$ cat src/rtl/ld_pkg.sv
// ld_pkg: shared state, beat index and width constants for ld_result_reader
package ld_pkg;
  typedef enum logic {IDLE, SEND} state_t;
  localparam logic [2:0] IDX_FGT = 3'd0;
  localparam logic [2:0] IDX_FRT = 3'd1;
  localparam logic [2:0] IDX_FGC = 3'd2;
  localparam logic [2:0] IDX_FRC = 3'd3;
  localparam logic [2:0] IDX_FLG = 3'd4;
  localparam int NUM_BEATS = 5;
  localparam int LD_DATA_W = 5;
endpackage

$ cat src/rtl/ld_beat_mux.sv
// ld_beat_mux: selects the snapshot word for the current beat and its even parity
module ld_beat_mux
  import ld_pkg::*;
#(
  parameter int DATA_W = LD_DATA_W
) (
  input  logic [2:0]        idx,
  input  logic [DATA_W-1:0] fgt,
  input  logic [DATA_W-1:0] frt,
  input  logic [DATA_W-1:0] fgc,
  input  logic [DATA_W-1:0] frc,
  input  logic              fgp,
  input  logic              frp,
  output logic [DATA_W-1:0] data,
  output logic              par
);
  always_comb begin
    data = idx == IDX_FGT ? fgt :
           idx == IDX_FRT ? frt :
           idx == IDX_FGC ? fgc :
           idx == IDX_FRC ? frc : {{(DATA_W-2){1'b0}}, frp, fgp};
    par = ^data;
  end
endmodule

$ cat src/rtl/ld_result_reader.sv
// ld_result_reader: snapshots core results and streams them as a 5-beat valid/ready frame
// LD_READER_FRMCNT_EN enables the completed-frame counter on frame_cnt
module ld_result_reader
  import ld_pkg::*;
#(
  parameter int DATA_W = LD_DATA_W,
  parameter int CNT_W  = 8
) (
  input  logic              clk,
  input  logic              rst_n,
  input  logic              cap,
  input  logic [DATA_W-1:0] fgt,
  input  logic [DATA_W-1:0] frt,
  input  logic [DATA_W-1:0] fgc,
  input  logic [DATA_W-1:0] frc,
  input  logic              fgp,
  input  logic              frp,
  input  logic              out_ready,
  output logic              out_valid,
  output logic [DATA_W-1:0] out_data,
  output logic [2:0]        out_idx,
  output logic              out_par,
  output logic              out_last,
  output logic              busy,
  output logic              overrun,
  input  logic              clr_ovr,
  output logic [CNT_W-1:0]  frame_cnt
);
  state_t state, state_nx;
  logic [2:0] idx, idx_nx;
  logic [DATA_W-1:0] s_fgt, s_frt, s_fgc, s_frc;
  logic s_fgp, s_frp;
  logic load, xfer, done, set_ovr;
  assign out_valid = state == SEND;
  assign busy      = out_valid;
  assign out_idx   = idx;
  assign out_last  = idx == IDX_FLG;
  assign xfer      = out_valid & out_ready;
  assign done      = xfer & (idx == 3'(NUM_BEATS - 1));
  assign set_ovr   = busy & cap & ~done;
  // a capture on the final transfer edge reloads without a bubble
  always_comb begin
    load     = state == IDLE ? cap : done & cap;
    state_nx = state == IDLE ? (cap ? SEND : IDLE) : (done & ~cap ? IDLE : SEND);
    idx_nx   = (load | done) ? 3'd0 : xfer ? idx + 3'd1 : idx;
  end
  always_ff @(posedge clk) begin
    if (!rst_n) begin
      state   <= IDLE;
      idx     <= '0;
      overrun <= 1'b0;
      s_fgt   <= '0;
      s_frt   <= '0;
      s_fgc   <= '0;
      s_frc   <= '0;
      s_fgp   <= 1'b0;
      s_frp   <= 1'b0;
    end else begin
      state   <= state_nx;
      idx     <= idx_nx;
      overrun <= set_ovr | (overrun & ~clr_ovr);
      if (load) begin
        s_fgt <= fgt;
        s_frt <= frt;
        s_fgc <= fgc;
        s_frc <= frc;
        s_fgp <= fgp;
        s_frp <= frp;
      end
    end
  end
`ifdef LD_READER_FRMCNT_EN
  always_ff @(posedge clk) begin
    if (!rst_n) frame_cnt <= '0;
    else if (done) frame_cnt <= frame_cnt + 1'b1;
  end
`else
  assign frame_cnt = '0;
`endif
  ld_beat_mux #(.DATA_W(DATA_W)) u_mux (
    .idx (idx),
    .fgt (s_fgt),
    .frt (s_frt),
    .fgc (s_fgc),
    .frc (s_frc),
    .fgp (s_fgp),
    .frp (s_frp),
    .data(out_data),
    .par (out_par)
  );
endmodule

$ cat config.mk
export PLATFORM = sky130hd
export DESIGN_NAME = ld_result_reader
export DESIGN_NICKNAME = d
export VERILOG_FILES = /design/src/rtl/ld_pkg.sv /design/src/rtl/ld_beat_mux.sv /design/src/rtl/ld_result_reader.sv
export SDC_FILE = /design/constraint.sdc
export NUM_CORES = 1
export LEC_CHECK = 0
export ABC_AREA = 0
export BUFFER_PORTS_ARGS = -buffer_cell sky130_fd_sc_hd__buf_2
export CAP_MARGIN = 0
export CELL_PAD_IN_SITES_DETAIL_PLACEMENT = 1
export CELL_PAD_IN_SITES_GLOBAL_PLACEMENT = 1
export CORE_ASPECT_RATIO = 0.75
export CORE_MARGIN = 1
export CORE_UTILIZATION = 25
export CTS_CLUSTER_DIAMETER = 60
export CTS_CLUSTER_SIZE = 12
export DETAILED_ROUTE_END_ITERATION = 6
export PLACE_DENSITY = 0.64
export SYNTH_ARGS = -nofsm -noshare
export SYNTH_HDL_FRONTEND = slang
export SYNTH_SLANG_ARGS = --single-unit
$ cat constraint.sdc
create_clock -name clk -period 2.05 [get_ports clk]
set_input_delay 0.205 -clock clk [delete_from_list [all_inputs] [get_ports clk]]
set_output_delay 0.205 -clock clk [all_outputs]
set_load 0.01 [all_outputs]
Yosys cells after proc, flatten, opt, wreduce, memory -nomap -nowiden
Index checks and enable logic that the tools add are counted.
- logic and storage cells: 38
- register bits after elaboration: 27
- input bits: 27
- eq/ne operators: 4
- add/sub/neg operators: 1
- reductions and logical operators: 3
- muxes and demuxes: 8
- bitwise gates (word level): 13
- operators by type and width (operator ; number):
    $mux 5 ; 4
    $and 1x1->1 ; 7
    $eq 3x2->1 const B ; 2
    $reduce_xor 5->1 ; 1
    $mux 1 ; 4
    $not 1->1 ; 4
    $add 3x1->3 const B ; 1
    $eq 3x1->1 const B ; 1
    $eq 3x3->1 const B ; 1
    $logic_not 3->1 ; 1
    $or 1x1->1 ; 2
    $reduce_or 2->1 ; 1

Depth between registers and ports, before layout
- depth in word-level cells: 6
- gate-level depth with buffers: 9

Modules after synthesis
From an unflattened synthesis, not the netlist that was laid out.
- cell total of the unflattened synthesis: 156
- area total of the unflattened synthesis: 1468.9 um2
- by module, submodules not included (module ; seq. area each (um2) ; area each (um2) ; cells each ; instances):
    ld_result_reader ; 540.5 ; 1214.9 ; 135 ; 1
    ld_beat_mux ; 0.0 ; 254.0 ; 21 ; 1

Worst setup path before layout
Ideal clock, no wire load.
- path kind: register to output
- start point: register idx[0] (netlist: out_idx[0])
- end point: output out_par
- data arrival time: 2068 ps
- setup slack: -223 ps
- cell stages (with the launch flop): 8
- cells stage by stage: dfxtp_1 -> inv_1 -> ha_1 -> buf_2 -> nor2b_1 -> o32ai_1 -> xnor2_1 -> xnor3_1
- word-level cells in the longest chain between the ends: 6
- elaborated cells between the ends (all ways): 9
- ends and longest elaborated chain (item ; RTL line ; text):
    from (decl) ; ld_result_reader.sv:30 ; logic [2:0] idx, idx_nx;
    from (signal assigned) ; ld_result_reader.sv:60 ; idx <= idx_nx;
    $eq 3x2->1 ; ld_beat_mux.sv:21 ; idx == IDX_FRC ? frc : {{(DATA_W-2){1'b0}}, frp, fgp};
    $mux 5 ; ld_beat_mux.sv:21 ;
    $mux 5 ; ld_beat_mux.sv:20 ; idx == IDX_FGC ? fgc :
    $mux 5 ; ld_beat_mux.sv:19 ; idx == IDX_FRT ? frt :
    $mux 5 (*) ; ld_beat_mux.sv:18 ; data = idx == IDX_FGT ? fgt :
    named net out_data[0] ; ld_result_reader.sv:20 ; output logic [DATA_W-1:0] out_data,
    $reduce_xor 5->1 (*) ; ld_beat_mux.sv:22 ; par = ^data;
    to (decl) ; ld_result_reader.sv:22 ; output logic out_par,
The timed path passes the listed nets; every way through them passes the cells marked *.

Worst setup path in the final report
- start point: register idx[1] (netlist: out_idx[1])
- end point: output out_par
- word-level cells in the longest chain between the ends: 6
- elaborated cells between the ends (all ways): 9
- ends and longest elaborated chain (item ; RTL line):
    $eq 3x2->1 ; ld_beat_mux.sv:21
    $mux 5 ; ld_beat_mux.sv:21
    $mux 5 ; ld_beat_mux.sv:20
    $mux 5 ; ld_beat_mux.sv:19
    $mux 5 (*) ; ld_beat_mux.sv:18
    $reduce_xor 5->1 (*) ; ld_beat_mux.sv:22
Every way passes the cells marked *; elsewhere a longest branch is shown, timed or not.

==> impl_results.rst <==
.. list-table::
   :header-rows: 1

   * - Metric
     - Value
   * - Result of the run
     - finished, violations left
   * - Violated checks
     - negative setup slack
   * - Most common cell after layout, fill and taps aside
     - sky130_fd_sc_hd__nand2_1
   * - First-iteration detailed-routing DRC count
     - 28
   * - Clock root buffer master
     - sky130_fd_sc_hd__clkbuf_8
   * - Multi-input combinational cell area
     - 933 um^2
   * - Number of synthesized flops with an enable pin
     - 0
   * - Number of input and output port buffers inserted
     - 39
   * - Slowest CP cell
     - sky130_fd_sc_hd__dfxtp_4
   * - Sequential standard cell area
     - about 550 um^2
   * - Worst hold path class
     - primary input to register
   * - Ant. Diodes
     - 0
   * - Ratio of total power to cell area
     - between 500 and 600 nW/um^2
   * - Arrival time of data at the critical path endpoint
     - between 2000 and 2500 ps
   * - Distinct cells, synth
     - 31
   * - Number of antenna violations at the first check in global routing
     - 0
   * - Number of violations of the max-capacitance limit
     - 0
   * - Synthesized-area fraction occupied by and/or/nand/nor cells
     - around 22%
   * - Placed Cells incl. Taps
     - ~300
   * - Finished Layout Cells
     - approximately 300
   * - Final antenna-violating net count
     - 0
   * - Count of warnings emitted by yosys
     - 0
   * - Mean post-synth cell area
     - 7.94 um^2
   * - Overall via count from detail_route
     - roughly 1,300
   * - Classification of the worst setup path
     - register to output pin
   * - Worst skew pair latency
     - approximately 290 ps
   * - Iteration count of the initial detailed-routing pass
     - 4
   * - Detailed-route DRC error count
     - 0
   * - VDD IR max
     - ~0.23 mV
   * - Effective utilization at floorplan
     - a little over a quarter
   * - CTS Sinks
     - 27
   * - Leakage power
     - 0.000849 uW
   * - Total non-filler cell area in the finished layout
     - around 2000 um^2
   * - TritonCTS clock tree
     - built
   * - Total routing usage reported by global routing
     - a little over an eighth
   * - Half-perimeter wire length after detailed placement
     - 2790 um
   * - Die X-Extent
     - about 90 um
   * - Share of synthesized cell area in full adder, half adder and majority cells
     - 5.19%
   * - Total die area
     - slightly above 6000 um^2
   * - Post-synthesis compound-gate area fraction
     - 21.0%
   * - Ratio of final minimum period to clock period
     - 113%
   * - Vias in the first global route
     - approximately 1,300
   * - Wire length of the first global-routing pass
     - roughly 6000 um
   * - F_max
     - approximately 430 MHz
   * - CTS Buf Count
     - 3
   * - Area Growth Syn to Fin
     - 37.7%
   * - Post-synthesis sequential element count
     - 27
   * - Number of nets in the final layout
     - between 200 and 300
   * - Count of final setup violators
     - 1
   * - Sequential area share after synthesis
     - between 30% and 40%
   * - Buffer levels on the longest clock path
     - 2
   * - Worst hold margin
     - ~150 ps
   * - Main flop type after synthesis
     - sky130_fd_sc_hd__dfxtp_1
   * - Cell Chain, Critical Path
     - inv_4 -> ha_4 -> nor2_1 -> a221oi_4 -> a2bb2oi_4 -> xnor2_2 -> xnor3_1 -> buf_2
   * - Crit path time final
     - about 2300 ps
   * - Required arrival time at the worst endpoint
     - around 1900 ps
   * - Routability cong.
     - between 0.7 and 0.8
   * - Xor/xnor share of the synthesized area
     - ~3.4%
   * - Leading cell types in the layout, fill and taps excluded
     - 57 x sky130_fd_sc_hd__nand2_1, 38 x sky130_fd_sc_hd__buf_2, 25 x sky130_fd_sc_hd__dfxtp_1, 22 x sky130_fd_sc_hd__a21boi_0, 15 x sky130_fd_sc_hd__buf_4
   * - Vias per cell
     - 4.27
   * - Largest family of logic cells by synthesized area
     - simple AND/OR/NAND/NOR gates
   * - Clk slew on worst S/H paths
     - around 110 ps
   * - Final hold violations
     - 0
   * - I/O pin count
     - between 40 and 50
   * - Fill cell total of the finished layout
     - roughly 680
   * - Die height
     - 67.8 um
   * - Mux share of post-synthesis cell area
     - 1.39%
   * - RSZ-0062 raised after global routing
     - yes
   * - Fraction of layout cells with a size suffix above 1
     - between 30% and 40%
   * - Wire length per cell
     - 12.7 um
   * - Row cnt
     - 23
   * - Largest net degree at the start of global routing
     - 26
   * - Max Transition Viols Final
     - 0
   * - Worst path setup slack after routing
     - -264 ps
   * - Core footprint
     - around 5500 um^2
   * - Sum Neg Setup Slack
     - -264 ps
   * - Endpoint class of the critical path
     - output pin
   * - Slowest Stage Delay on Critical Path
     - approximately 380 ps
   * - Instance count of the mapped netlist
     - around 180
   * - Count of H-tree levels built during CTS
     - 1
   * - Startpoint kind of the worst setup timing path
     - register
   * - Area post-placement
     - ~1800 um^2
   * - Finished Core Util
     - roughly 36%
   * - GRT overflow
     - 0
   * - Post-synthesis instance area
     - between 1000 and 1500 um^2
   * - Async set-reset flop share out of synthesis
     - 0%
   * - Total routed wirelength
     - ~3900 um
   * - Largest driver fanout on the critical path
     - 6
   * - Final setup skew
     - around 10 ps
## what timing repair did
action | 4_1_cts | 5_1_grt
resized for setup | 15 | 14
setup buffers | 2 | 1
setup endpoints to repair | 6 | 4
hold buffers | 0 | 0
pin swaps | 4 | 6
## routing by layer
| layer | wire length [um] | global-route usage [%] | part of all wire (%) | up-vias |
|---|---|---|---|---|
| li1 | - | - | - | 684 |
| met1 | 2000 | 18.5 | 52 | 592 |
| met3 | 140 | 2.89 | 3.6 | 4 |
| met2 | 1690 | 19.9 | 44 | 28 |
| met4 | 38 | 4.30 | 0.98 | 0 |
| met5 | 0 | 0 | 0 | - |
## synth_stat cells (3+ instances only)
cell type | number | area (um^2)
sky130_fd_sc_hd__ha_1 | 6 | 75.1
sky130_fd_sc_hd__xnor2_1 | 3 | 26.3
sky130_fd_sc_hd__clkbuf_1 | 5 | 18.8
sky130_fd_sc_hd__dfxtp_1 | 27 | 541
sky130_fd_sc_hd__a21boi_0 | 22 | 165
sky130_fd_sc_hd__nor2_1 | 7 | 26.3
sky130_fd_sc_hd__buf_2 | 3 | 15.0
sky130_fd_sc_hd__inv_1 | 6 | 22.5
sky130_fd_sc_hd__nor2b_1 | 4 | 25.0
sky130_fd_sc_hd__nand2_1 | 57 | 214
sky130_fd_sc_hd__buf_4 | 9 | 67.6
sky130_fd_sc_hd__a21oi_1 | 6 | 30.0
## critical path: cells and delay by family (launching register included)
kind | cells | cell delay, ps
xor gates and xnor gates | 2 | 470
buffers and inverters | 2 | 230
and+or+nand+nor | 1 | 70
adders and majority gates | 1 | 170
AOI/OAI and AO/OA | 2 | 510
DFF | 1 | 380
## per-stage QoR
stage,setup WS [ps],total power [uW]
2_1_floorplan,43.5,726
3_3_place_gp,-77.6,798
3_5_place_dp,-121,803
4_1_cts,-274,1160
5_1_grt,-395,1220
6_report,-264,1150
## flip-flops by register name (all words and copies together) (netlist names)
signal   cells
s_fgc        5
s_frc        5
busy         1
out_idx      3
s_frp        1
overrun      1
s_fgt        5
s_frt        5
s_fgp        1
## area by class of cell
cell class | instances | area share, %
clock buffers | 3 | 2.08
clock inverters | 1 | 0.440
inverters | 6 | 1.38
multi-input cells | 138 | 46.9
flip-flops and latches | 27 | 27.5
well taps | 75 | 4.72
repair buffers | 56 | 16.9
## where the power goes
group	switching [uW]	leakage, uW	internal (uW)
Sequential	20.0	0.000223	550
Clock	186	0.0000261	143
Combinational	124	0.000600	124
Total	330	0.000849	817
## cells by family after synthesis
kind of cell             after synthesis
AND/OR/NAND/NOR                       77
AO/OA/AOI/OAI                         41
flip-flops                            27
buffers and inverters                 24
adder cells (fa/ha/maj)                6
XOR/XNOR                               4
multiplexers                           2
other                                  1
## worst paths after layout
check,start,end,slack [ps],cells after the start
max reg2reg,out_idx[0],s_fgc[0],290,9
max,out_idx[1],out_par,-260,8
min,frc[0],s_frc[0],150,3
min reg2reg,s_frp,s_frp,470,2
(Power assumes the default switching activity.)
